$ cat config.mk
export PLATFORM = sky130hd
export DESIGN_NAME = fifo_wr_frontend
export DESIGN_NICKNAME = d
export VERILOG_FILES = /design/src/rtl/fifo_wr_frontend.sv
export SDC_FILE = /design/constraint.sdc
export NUM_CORES = 1
export LEC_CHECK = 0
export BUFFER_PORTS_ARGS = -buffer_cell sky130_fd_sc_hd__buf_4
export CAP_MARGIN = 20
export CORE_MARGIN = 2
export CORE_UTILIZATION = 50
export DETAILED_ROUTE_END_ITERATION = 10
export GPL_ROUTABILITY_DRIVEN = 0
export PLACE_DENSITY = 0.84
export SYNTH_ARGS = -nofsm -noshare
export SYNTH_HDL_FRONTEND = slang
export SYNTH_SLANG_ARGS = --single-unit
$ cat constraint.sdc
create_clock -name wr_clk -period 2.88 [get_ports wr_clk]
set_input_delay 0.432 -clock wr_clk [delete_from_list [all_inputs] [get_ports wr_clk]]
set_output_delay 0.432 -clock wr_clk [all_outputs]
set_load 0.1 [all_outputs]
$ cat src/rtl/fifo_wr_frontend.sv
// fifo_wr_frontend: valid/ready word ingress feeding the async FIFO write port through a 2-entry skid buffer, with stall-timeout packet drop and saturating statistics.
// Latency: a word accepted at edge N is written to the FIFO at edge N+1 at the earliest; one word per cycle sustained.
// Backpressure: registered s_ready falls once the skid entry fills; fifo_full gates fifo_wr_en combinationally.
// Build option: define WR_PARITY_EN to widen fifo_data by one even-parity bit above the data.
module fifo_wr_frontend #(
    parameter int WIDTH       = 8,
    parameter int STALL_LIMIT = 16,
    parameter int CNT_W       = 16
) (
    input  logic             wr_clk,
    input  logic             reset,
    input  logic             s_valid,
    output logic             s_ready,
    input  logic [WIDTH-1:0] s_data,
    input  logic             s_last,
    input  logic             drop_mode,
    input  logic             fifo_full,
    output logic             fifo_wr_en,
`ifdef WR_PARITY_EN
    output logic [WIDTH:0]   fifo_data,
`else
    output logic [WIDTH-1:0] fifo_data,
`endif
    output logic             busy,
    output logic [CNT_W-1:0] words_written,
    output logic [CNT_W-1:0] stall_cycles,
    output logic [CNT_W-1:0] pkts_written,
    output logic [CNT_W-1:0] words_dropped
);

    typedef enum logic [1:0] {
        IDLE  = 2'd0,
        PASS  = 2'd1,
        STALL = 2'd2,
        DROP  = 2'd3
    } state_t;

    // Timer is 8 bits because the stall limit never exceeds 255.
    localparam logic [7:0] LIMIT = 8'(STALL_LIMIT);

    state_t           state;
    state_t           state_nxt;

    // Head entry: the word presented to the FIFO.
    logic             hd_vld;
    logic             hd_vld_nxt;
    logic [WIDTH-1:0] hd_data;
    logic [WIDTH-1:0] hd_data_nxt;
    logic             hd_last;
    logic             hd_last_nxt;

    // Skid entry: catches the word accepted while the head is blocked.
    logic             sk_vld;
    logic             sk_vld_nxt;
    logic [WIDTH-1:0] sk_data;
    logic [WIDTH-1:0] sk_data_nxt;
    logic             sk_last;
    logic             sk_last_nxt;

    logic [7:0]       timer;
    logic [7:0]       timer_nxt;
    logic [7:0]       timer_inc;

    // Set when the packet being dropped already ended inside the flushed buffer.
    logic             drop_exit;
    logic             drop_exit_nxt;

    logic             s_ready_nxt;
    logic             accept;
    logic             stall_now;
    logic             limit_hit;
    logic             go_drop;
    logic [1:0]       drop_inc;

    // Adds a small increment and clamps at all-ones instead of wrapping.
    function automatic logic [CNT_W-1:0] sat_add(input logic [CNT_W-1:0] cnt,
                                                 input logic [1:0]       inc);
        logic [CNT_W:0] sum;
        sum = {1'b0, cnt} + (CNT_W+1)'(inc);
        return sum[CNT_W] ? {CNT_W{1'b1}} : sum[CNT_W-1:0];
    endfunction

    assign accept     = s_valid & s_ready;
    // The only combinational path from fifo_full: a write is blocked in the same cycle full rises.
    assign fifo_wr_en = hd_vld & ~fifo_full & (state != DROP);
    assign stall_now  = hd_vld & fifo_full & (state != DROP);
    assign timer_inc  = (timer == 8'hFF) ? timer : timer + 8'd1;
    assign limit_hit  = drop_mode & (timer_inc >= LIMIT);
    // stall_now is never true in IDLE (head empty) or DROP, so this only fires from PASS/STALL.
    assign go_drop    = stall_now & limit_hit;
    assign busy       = (state != IDLE) | hd_vld | sk_vld;

`ifdef WR_PARITY_EN
    assign fifo_data = {^hd_data, hd_data};
`else
    assign fifo_data = hd_data;
`endif

    // Skid buffer next-state: refill head from skid or input, park in skid when head is blocked.
    always_comb begin
        hd_vld_nxt  = hd_vld;
        hd_data_nxt = hd_data;
        hd_last_nxt = hd_last;
        sk_vld_nxt  = sk_vld;
        sk_data_nxt = sk_data;
        sk_last_nxt = sk_last;
        if (go_drop || (state == DROP)) begin
            // Flushed words are counted separately; the data fields are don't-care.
            hd_vld_nxt = 1'b0;
            sk_vld_nxt = 1'b0;
        end else if (sk_vld) begin
            // s_ready is low whenever the skid is occupied, so no accept here.
            if (fifo_wr_en) begin
                hd_data_nxt = sk_data;
                hd_last_nxt = sk_last;
                sk_vld_nxt  = 1'b0;
            end
        end else if (accept) begin
            if (!hd_vld || fifo_wr_en) begin
                hd_vld_nxt  = 1'b1;
                hd_data_nxt = s_data;
                hd_last_nxt = s_last;
            end else begin
                sk_vld_nxt  = 1'b1;
                sk_data_nxt = s_data;
                sk_last_nxt = s_last;
            end
        end else if (fifo_wr_en) begin
            hd_vld_nxt = 1'b0;
        end
    end

    // Drop accounting: flushed entries on entry, then every word accepted while dropping.
    always_comb begin
        drop_inc      = 2'd0;
        drop_exit_nxt = drop_exit;
        if (go_drop) begin
            drop_inc      = {1'b0, hd_vld} + {1'b0, sk_vld} + {1'b0, accept};
            drop_exit_nxt = (hd_vld & hd_last) | (sk_vld & sk_last) | (accept & s_last);
        end else if (state == DROP) begin
            drop_inc      = {1'b0, accept};
            drop_exit_nxt = 1'b0;
        end
    end

    // FSM next state, stall timer and registered-ready computation.
    always_comb begin
        state_nxt = state;
        timer_nxt = stall_now ? timer_inc : 8'd0;
        case (state)
            IDLE: begin
                if (accept) begin
                    state_nxt = PASS;
                end
            end
            PASS: begin
                if (go_drop) begin
                    state_nxt = DROP;
                end else if (stall_now) begin
                    state_nxt = STALL;
                end else if (!hd_vld_nxt) begin
                    state_nxt = IDLE;
                end
            end
            STALL: begin
                if (go_drop) begin
                    state_nxt = DROP;
                end else if (!fifo_full) begin
                    state_nxt = PASS;
                end
            end
            DROP: begin
                if (drop_exit || (accept && s_last)) begin
                    state_nxt = IDLE;
                end
            end
            default: begin
                state_nxt = IDLE;
            end
        endcase
        if (go_drop) begin
            timer_nxt = 8'd0;
        end
        // While dropping keep accepting, unless the packet already ended in the flushed
        // buffer: then hold off one cycle so the next packet's first word is not discarded.
        if (state_nxt == DROP) begin
            s_ready_nxt = ~drop_exit_nxt;
        end else begin
            s_ready_nxt = ~sk_vld_nxt;
        end
    end

    // Control registers.
    always_ff @(posedge wr_clk or posedge reset) begin
        if (reset) begin
            state     <= IDLE;
            timer     <= 8'd0;
            drop_exit <= 1'b0;
            s_ready   <= 1'b0;
        end else begin
            state     <= state_nxt;
            timer     <= timer_nxt;
            drop_exit <= drop_exit_nxt;
            s_ready   <= s_ready_nxt;
        end
    end

    // Skid buffer registers.
    always_ff @(posedge wr_clk or posedge reset) begin
        if (reset) begin
            hd_vld  <= 1'b0;
            hd_data <= '0;
            hd_last <= 1'b0;
            sk_vld  <= 1'b0;
            sk_data <= '0;
            sk_last <= 1'b0;
        end else begin
            hd_vld  <= hd_vld_nxt;
            hd_data <= hd_data_nxt;
            hd_last <= hd_last_nxt;
            sk_vld  <= sk_vld_nxt;
            sk_data <= sk_data_nxt;
            sk_last <= sk_last_nxt;
        end
    end

    // Saturating statistics counters.
    always_ff @(posedge wr_clk or posedge reset) begin
        if (reset) begin
            words_written <= '0;
            pkts_written  <= '0;
            stall_cycles  <= '0;
            words_dropped <= '0;
        end else begin
            words_written <= sat_add(words_written, {1'b0, fifo_wr_en});
            pkts_written  <= sat_add(pkts_written, {1'b0, fifo_wr_en & hd_last});
            stall_cycles  <= sat_add(stall_cycles, {1'b0, stall_now});
            words_dropped <= sat_add(words_dropped, drop_inc);
        end
    end

endmodule

* Word level (Yosys, flattened, before mapping)
Cells that the tools add are included.
** Storage, ports and cells
- Register bits :: 96
- Input port bits :: 14
- Word-level logic and storage cells :: 99
** Operators by class
- $add $sub $neg :: 7
- Magnitude comparators :: 1
- Equal/unequal tests :: 7
- Muxes and demuxes :: 38
- Bitwise operators :: 21
- Reductions and logical operators :: 11
** Operators with widths (count)
- 16-bit 2-to-1 mux :: 4
- 8-bit 2-to-1 mux :: 7
- 16-bit by 1-bit adder with 17-bit output :: 3
- 1-bit 2-to-1 mux :: 18
- 16-bit by 2-bit adder with 17-bit output :: 1
- 2-bit 2-to-1 mux :: 8
- 1-bit bitwise AND :: 11
- 8-bit by 1-bit adder with 8-bit output, second input constant :: 1
- 8-bit equality test, second input constant :: 1
- 8-bit by 5-bit greater-or-equal comparator with 1-bit output, second input constant :: 1
- 2-bit one-hot mux with 4 select lines :: 1
- 4-bit AND reduction :: 2
- 2-bit equality test, second input constant :: 3
- 1-bit NOT :: 6
- 2-bit nonzero test :: 3
- 2-bit inequality test, second input constant :: 2
- 1-bit bitwise OR :: 4
- 1-bit logical OR :: 3
- 1-bit by 1-bit adder with 2-bit output :: 1
- 2-bit by 1-bit adder with 2-bit output :: 1
- 2-bit by 1-bit equality test with 1-bit output, second input constant :: 1
- 2-bit zero test :: 1
- 1-bit logical AND :: 1
- 1-bit zero test :: 1

* Logic depth before layout (Yosys ltp)
- Depth in word-level cells :: 14
- Gate-level depth with buffers :: 13
- Gate-level depth less buffers :: 13

* Worst setup path before layout
OpenSTA, ideal clock, no wires.
- Path kind :: reg2reg
- Start point :: register state[0]
- End point :: register pkts_written[13]
- Arrival time :: 3.771 ns
- Setup slack :: -0.959 ns
- Cell stages (with the launch flop) :: 11
- Path buffers :: 2
- Clock period less this slack :: 3.839 ns
- Cell sequence :: dfrtp_1 > clkbuf_1 > a21oi_1 > and2_1 > ha_1 > ha_1 > nand3_1 > nor2_1 > nand3_1 > clkbuf_1 > nand2_1
** Between the ends
- Longest elaborated chain between the ends :: 5
** Ends and longest elaborated chain
- start, declared :: line 41 : state_t state;
- start signal, assigned :: line 201 : state <= state_nxt;
- 2-bit inequality test :: line 85 : assign fifo_wr_en = hd_vld & ~fifo_full & (state != DROP);
- 1-bit bitwise AND :: line 85
- net fifo_wr_en :: line 18 : output logic fifo_wr_en,
- 1-bit bitwise AND :: line 236 : pkts_written <= sat_add(pkts_written, {1'b0, fifo_wr_en & hd_last});
- 16-bit by 1-bit adder with 17-bit output :: line 79 : sum = {1'b0, cnt} + (CNT_W+1)'(inc);
- 16-bit 2-to-1 mux :: line 80 : return sum[CNT_W] ? {CNT_W{1'b1}} : sum[CNT_W-1:0];
- end signal, assigned :: line 236
- end, declared :: line 27 : output logic [CNT_W-1:0] pkts_written,
The timed path passes the listed nets, and every way through them passes these cells.
A chain may end at the register's enable or synchronous reset.

* Worst setup path in the final report
- Start point :: register timer[3]
- End point :: register words_dropped[12]
** Between the ends
- Longest elaborated chain between the ends :: 8
- Elaborated cells on any way between the ends :: 9
- Those cells by class :: 2 x add/sub; 1 x order compare; 1 x eq/ne; 3 x mux; 2 x bitwise
** Ends and longest elaborated chain
- start, declared :: line 60 : logic [7:0] timer;
- start signal, assigned :: line 202 : timer <= timer_nxt;
- 8-bit by 1-bit adder with 8-bit output / 8-bit equality test (equally long branches) :: line 87 : assign timer_inc = (timer == 8'hFF) ? timer : timer + 8'd1;
- 8-bit 2-to-1 mux (*) :: line 87
- 8-bit by 5-bit greater-or-equal comparator with 1-bit output (*) :: line 88 : assign limit_hit = drop_mode & (timer_inc >= LIMIT);
- 1-bit bitwise AND (*) :: line 88
- 1-bit bitwise AND (*) :: line 90 : assign go_drop = stall_now & limit_hit;
- 2-bit 2-to-1 mux (*) :: line 137 : if (go_drop) begin
- 16-bit by 2-bit adder with 17-bit output (*) :: line 79
- 16-bit 2-to-1 mux (*) :: line 80
- end signal, assigned :: line 238 : words_dropped <= sat_add(words_dropped, drop_inc);
- end, declared :: line 28 : output logic [CNT_W-1:0] words_dropped
Mark *: on every way between the ends. The rest lies on a longest branch, timed or not.

==> impl_results.md <==
- Status: finished, final reports clean
- Fin. Hold Viols: 0
- R2r startpoint: timer[3]
- Grt ovf: 0
- Clock Tree Root: clkbuf_8
- CTS Sinks: 96
- Cells after synthesis: 458
- Area contributors post-synth: dfrtp_1 52%, nand2_1 5.4%, xor2_1 4.0%
- FFs w/ async S/R, synth: 100.0%
- Via density: 5.584
- Post-route setup slack: 72.09 ps
- Reg clk slew, reported paths: 90 ps
- Post-synth top area cell: dfrtp_1
- Register area share after synthesis: 51.63%
- Cells along the critical path: and3_4, and4bb_2, o21a_1, nor2_2, a41o_1, ha_2, inv_2, fa_2, nor3_4, and3_4, nand3_2, mux2i_1
- Slowest cell on crit path: dfrtp_1
- Clk_skew: 9.462 ps
- EDFF count, synth: 0
- Most frequent cells in the layout: 106 x buf_4, 93 x dfrtp_1, 66 x nand2_1, 30 x nand3_1, 29 x nor2_1
- WP data arrival: 3060 ps
- CP Capture Type: flop
- Placed Instance Area: 5554 µm²
- Max clock buf depth: 2
- Maximum clock frequency: 0.3561 GHz
- Max layer used: met4
- # setup viols final: 0
- Setup Crit Path Kind: reg -> reg
- Worst path bufs/invs: 1
- Critical Path RT: 3130 ps
- Worst Hold Class: in -> async
- Seq cells post-synth: 96
- Antenna cells: 0
- Total GRT Usage: 19.90%
- Antenna violations before repair: 0
- Ys Warns: 0
- Syn_area_per_cell: 10.16 µm²
- Max FO, Critical Path: 5
- Layout cell share with drive strength beyond 1: 29.25%
- Core outline area: 9153 µm²
- Final worst path period share: 97.50%
- Post-Route WL: 9.936 mm
- Place WS: -3.577 ps
- HPWL after detailed placement: 7.044 mm
- Post-Syn Area: 4653 µm²
- PD cells: 926.6 nW/µm²
- Total number of vias: 3,808
- CP delay by family, top: simple AND/OR/NAND/NOR gates
- Total power: 0.005475 W
- WL met3: 474 µm
- DR WL/cell: 14.57 µm
- Die span in y: 100.5 µm
- # IOs: 89
- Design Area, Final: 5908 µm²
- Final period demand of the worst path: 2808 ps
- Vias in the first global route: 3,617
- CP Launch Type: flop
- Max Slew Vio Count: 0
- Max-cap violation count: 0
- WL met2: 4.845 mm
- Most common cell after layout, fill and taps aside: buf_4
- Layout net count: 591
- Pre-antenna DRT Iters: 4
- DRC: 0
- First-pass GRT wire length: 16.38 mm
- H-Tree Depth: 3
- DIE AREA: 10,090 µm²
- Largest net degree at the start of global routing: 46
- Yosys top cell area share: 51.63%
- Port Buf Inserts: 88
- WL met1: 4.445 mm
- Final ANT Viol Nets: 0
- Worst slew margin: 59.54%
- Slew @ Worst Pin: 605.6 ps
- CTS buffer count: 9
- Count of cell types in the netlist: 47
- 1st-iter DRT viols: 132
- R2R cell count: 12
- Worst path max stage delay: 440 ps
- Maximum vdd drop: 767.2 µV
- Die span in x: 100.5 µm
- Most used cell, CP: and3_4
- Row cnt: 35
- Setup total negative slack: 0 ps
- R2R Setup Slk: 70 ps
- Initial core utilization: 50.84%
- P_leak: 2.959 nW
- RSZ-0062 raised after global routing: yes
- Post-Syn Nets: 483
- Area growth from synthesis to layout: 26.97%
- TritonCTS clock tree: yes
- Clk Latency, worst-skew pair: 360 ps
- Predominant post-synthesis flop cell: dfrtp_1
- R2R Path End: words_dropped[12]
-- metrics by stage --
step	hold WS [ps]	util (%)	cells
2_1_floorplan	464.2	-	458
3_3_place_gp	465.2	60.68	658
3_5_place_dp	482.3	60.68	658
4_1_cts	147.3	63.23	674
5_1_grt	179.3	64.55	682
6_report	139.4	64.55	682
-- cells by family after synthesis --
kind of cell	Yosys count	synth area share, %
and+or+nand+nor	191	20.30
AOI/OAI and AO/OA	74	10.25
buffers and inverters	25	2.070
xor gates and xnor gates	36	6.776
adders and majority gates	11	3.281
muxes	25	5.700
DFF	96	51.63
-- routing by layer --
layer	up-vias	track usage [%]
li1	1826	-
met1	1858	26.36
met2	110	33.09
met3	14	3.398
met4	0	7.271
met5	-	0
-- registers in the layout (all words and copies together) (netlist names), 2 cells and up --
signal	cells
sk_data	8
words_written	16
pkts_written	16
state	2
words_dropped	16
timer	8
fifo_data	8
stall_cycles	16
-- power breakdown --
group / switching, W / total (W) / leakage [nW] / internal, W
sequential: 0.000297 / 0.00193 / 1.25 / 0.00164
combinational: 0.00191 / 0.00255 / 1.60 / 0.000635
clock: 0.000480 / 0.000996 / 0.113 / 0.000516
-- worst max-delay path by stage --
stage	start	endpoint	depth (start not counted)
floorplan	state[0]	pkts_written[13]	10
global placement	s_valid	words_dropped[11]	11
detailed placement	s_valid	words_dropped[4]	11
CTS	timer[0]	words_dropped[9]	13
global route	timer[3]	words_dropped[12]	12
finish	timer[3]	words_dropped[12]	12
-- Yosys cell counts (11+ instances only) --
cell type / count
mux2_2: 12
mux2i_1: 13
a31oi_1: 11
a21oi_1: 14
dfrtp_1: 96
and3_1: 15
xnor2_1: 15
xor2_1: 21
inv_1: 13
nand2_1: 67
nand3_1: 33
o21ai_0: 27
nor2_1: 30
-- timing repair --
action	in CTS	in global routing
pin swaps	0	1
hold buffers	0	0
endpoints found under the hold margin	0	0
endpoints found under the setup margin	2	16
resized for setup	1	14
buffers inserted	0	8
cloned	0	0
-- layout make-up --
cell class | instances | area (µm²)
Clock inverter | 6 | 90.09
Multi-Input combinational cell | 337 | 2245
Sequential cell | 96 | 2406
Inverter | 13 | 52.55
Tap cell | 111 | 138.9
Fill cell | 721 | 3244
Timing Repair Buffer | 109 | 838.3
Clock buffer | 10 | 137.6
Power figures use the tool's default switching activity.
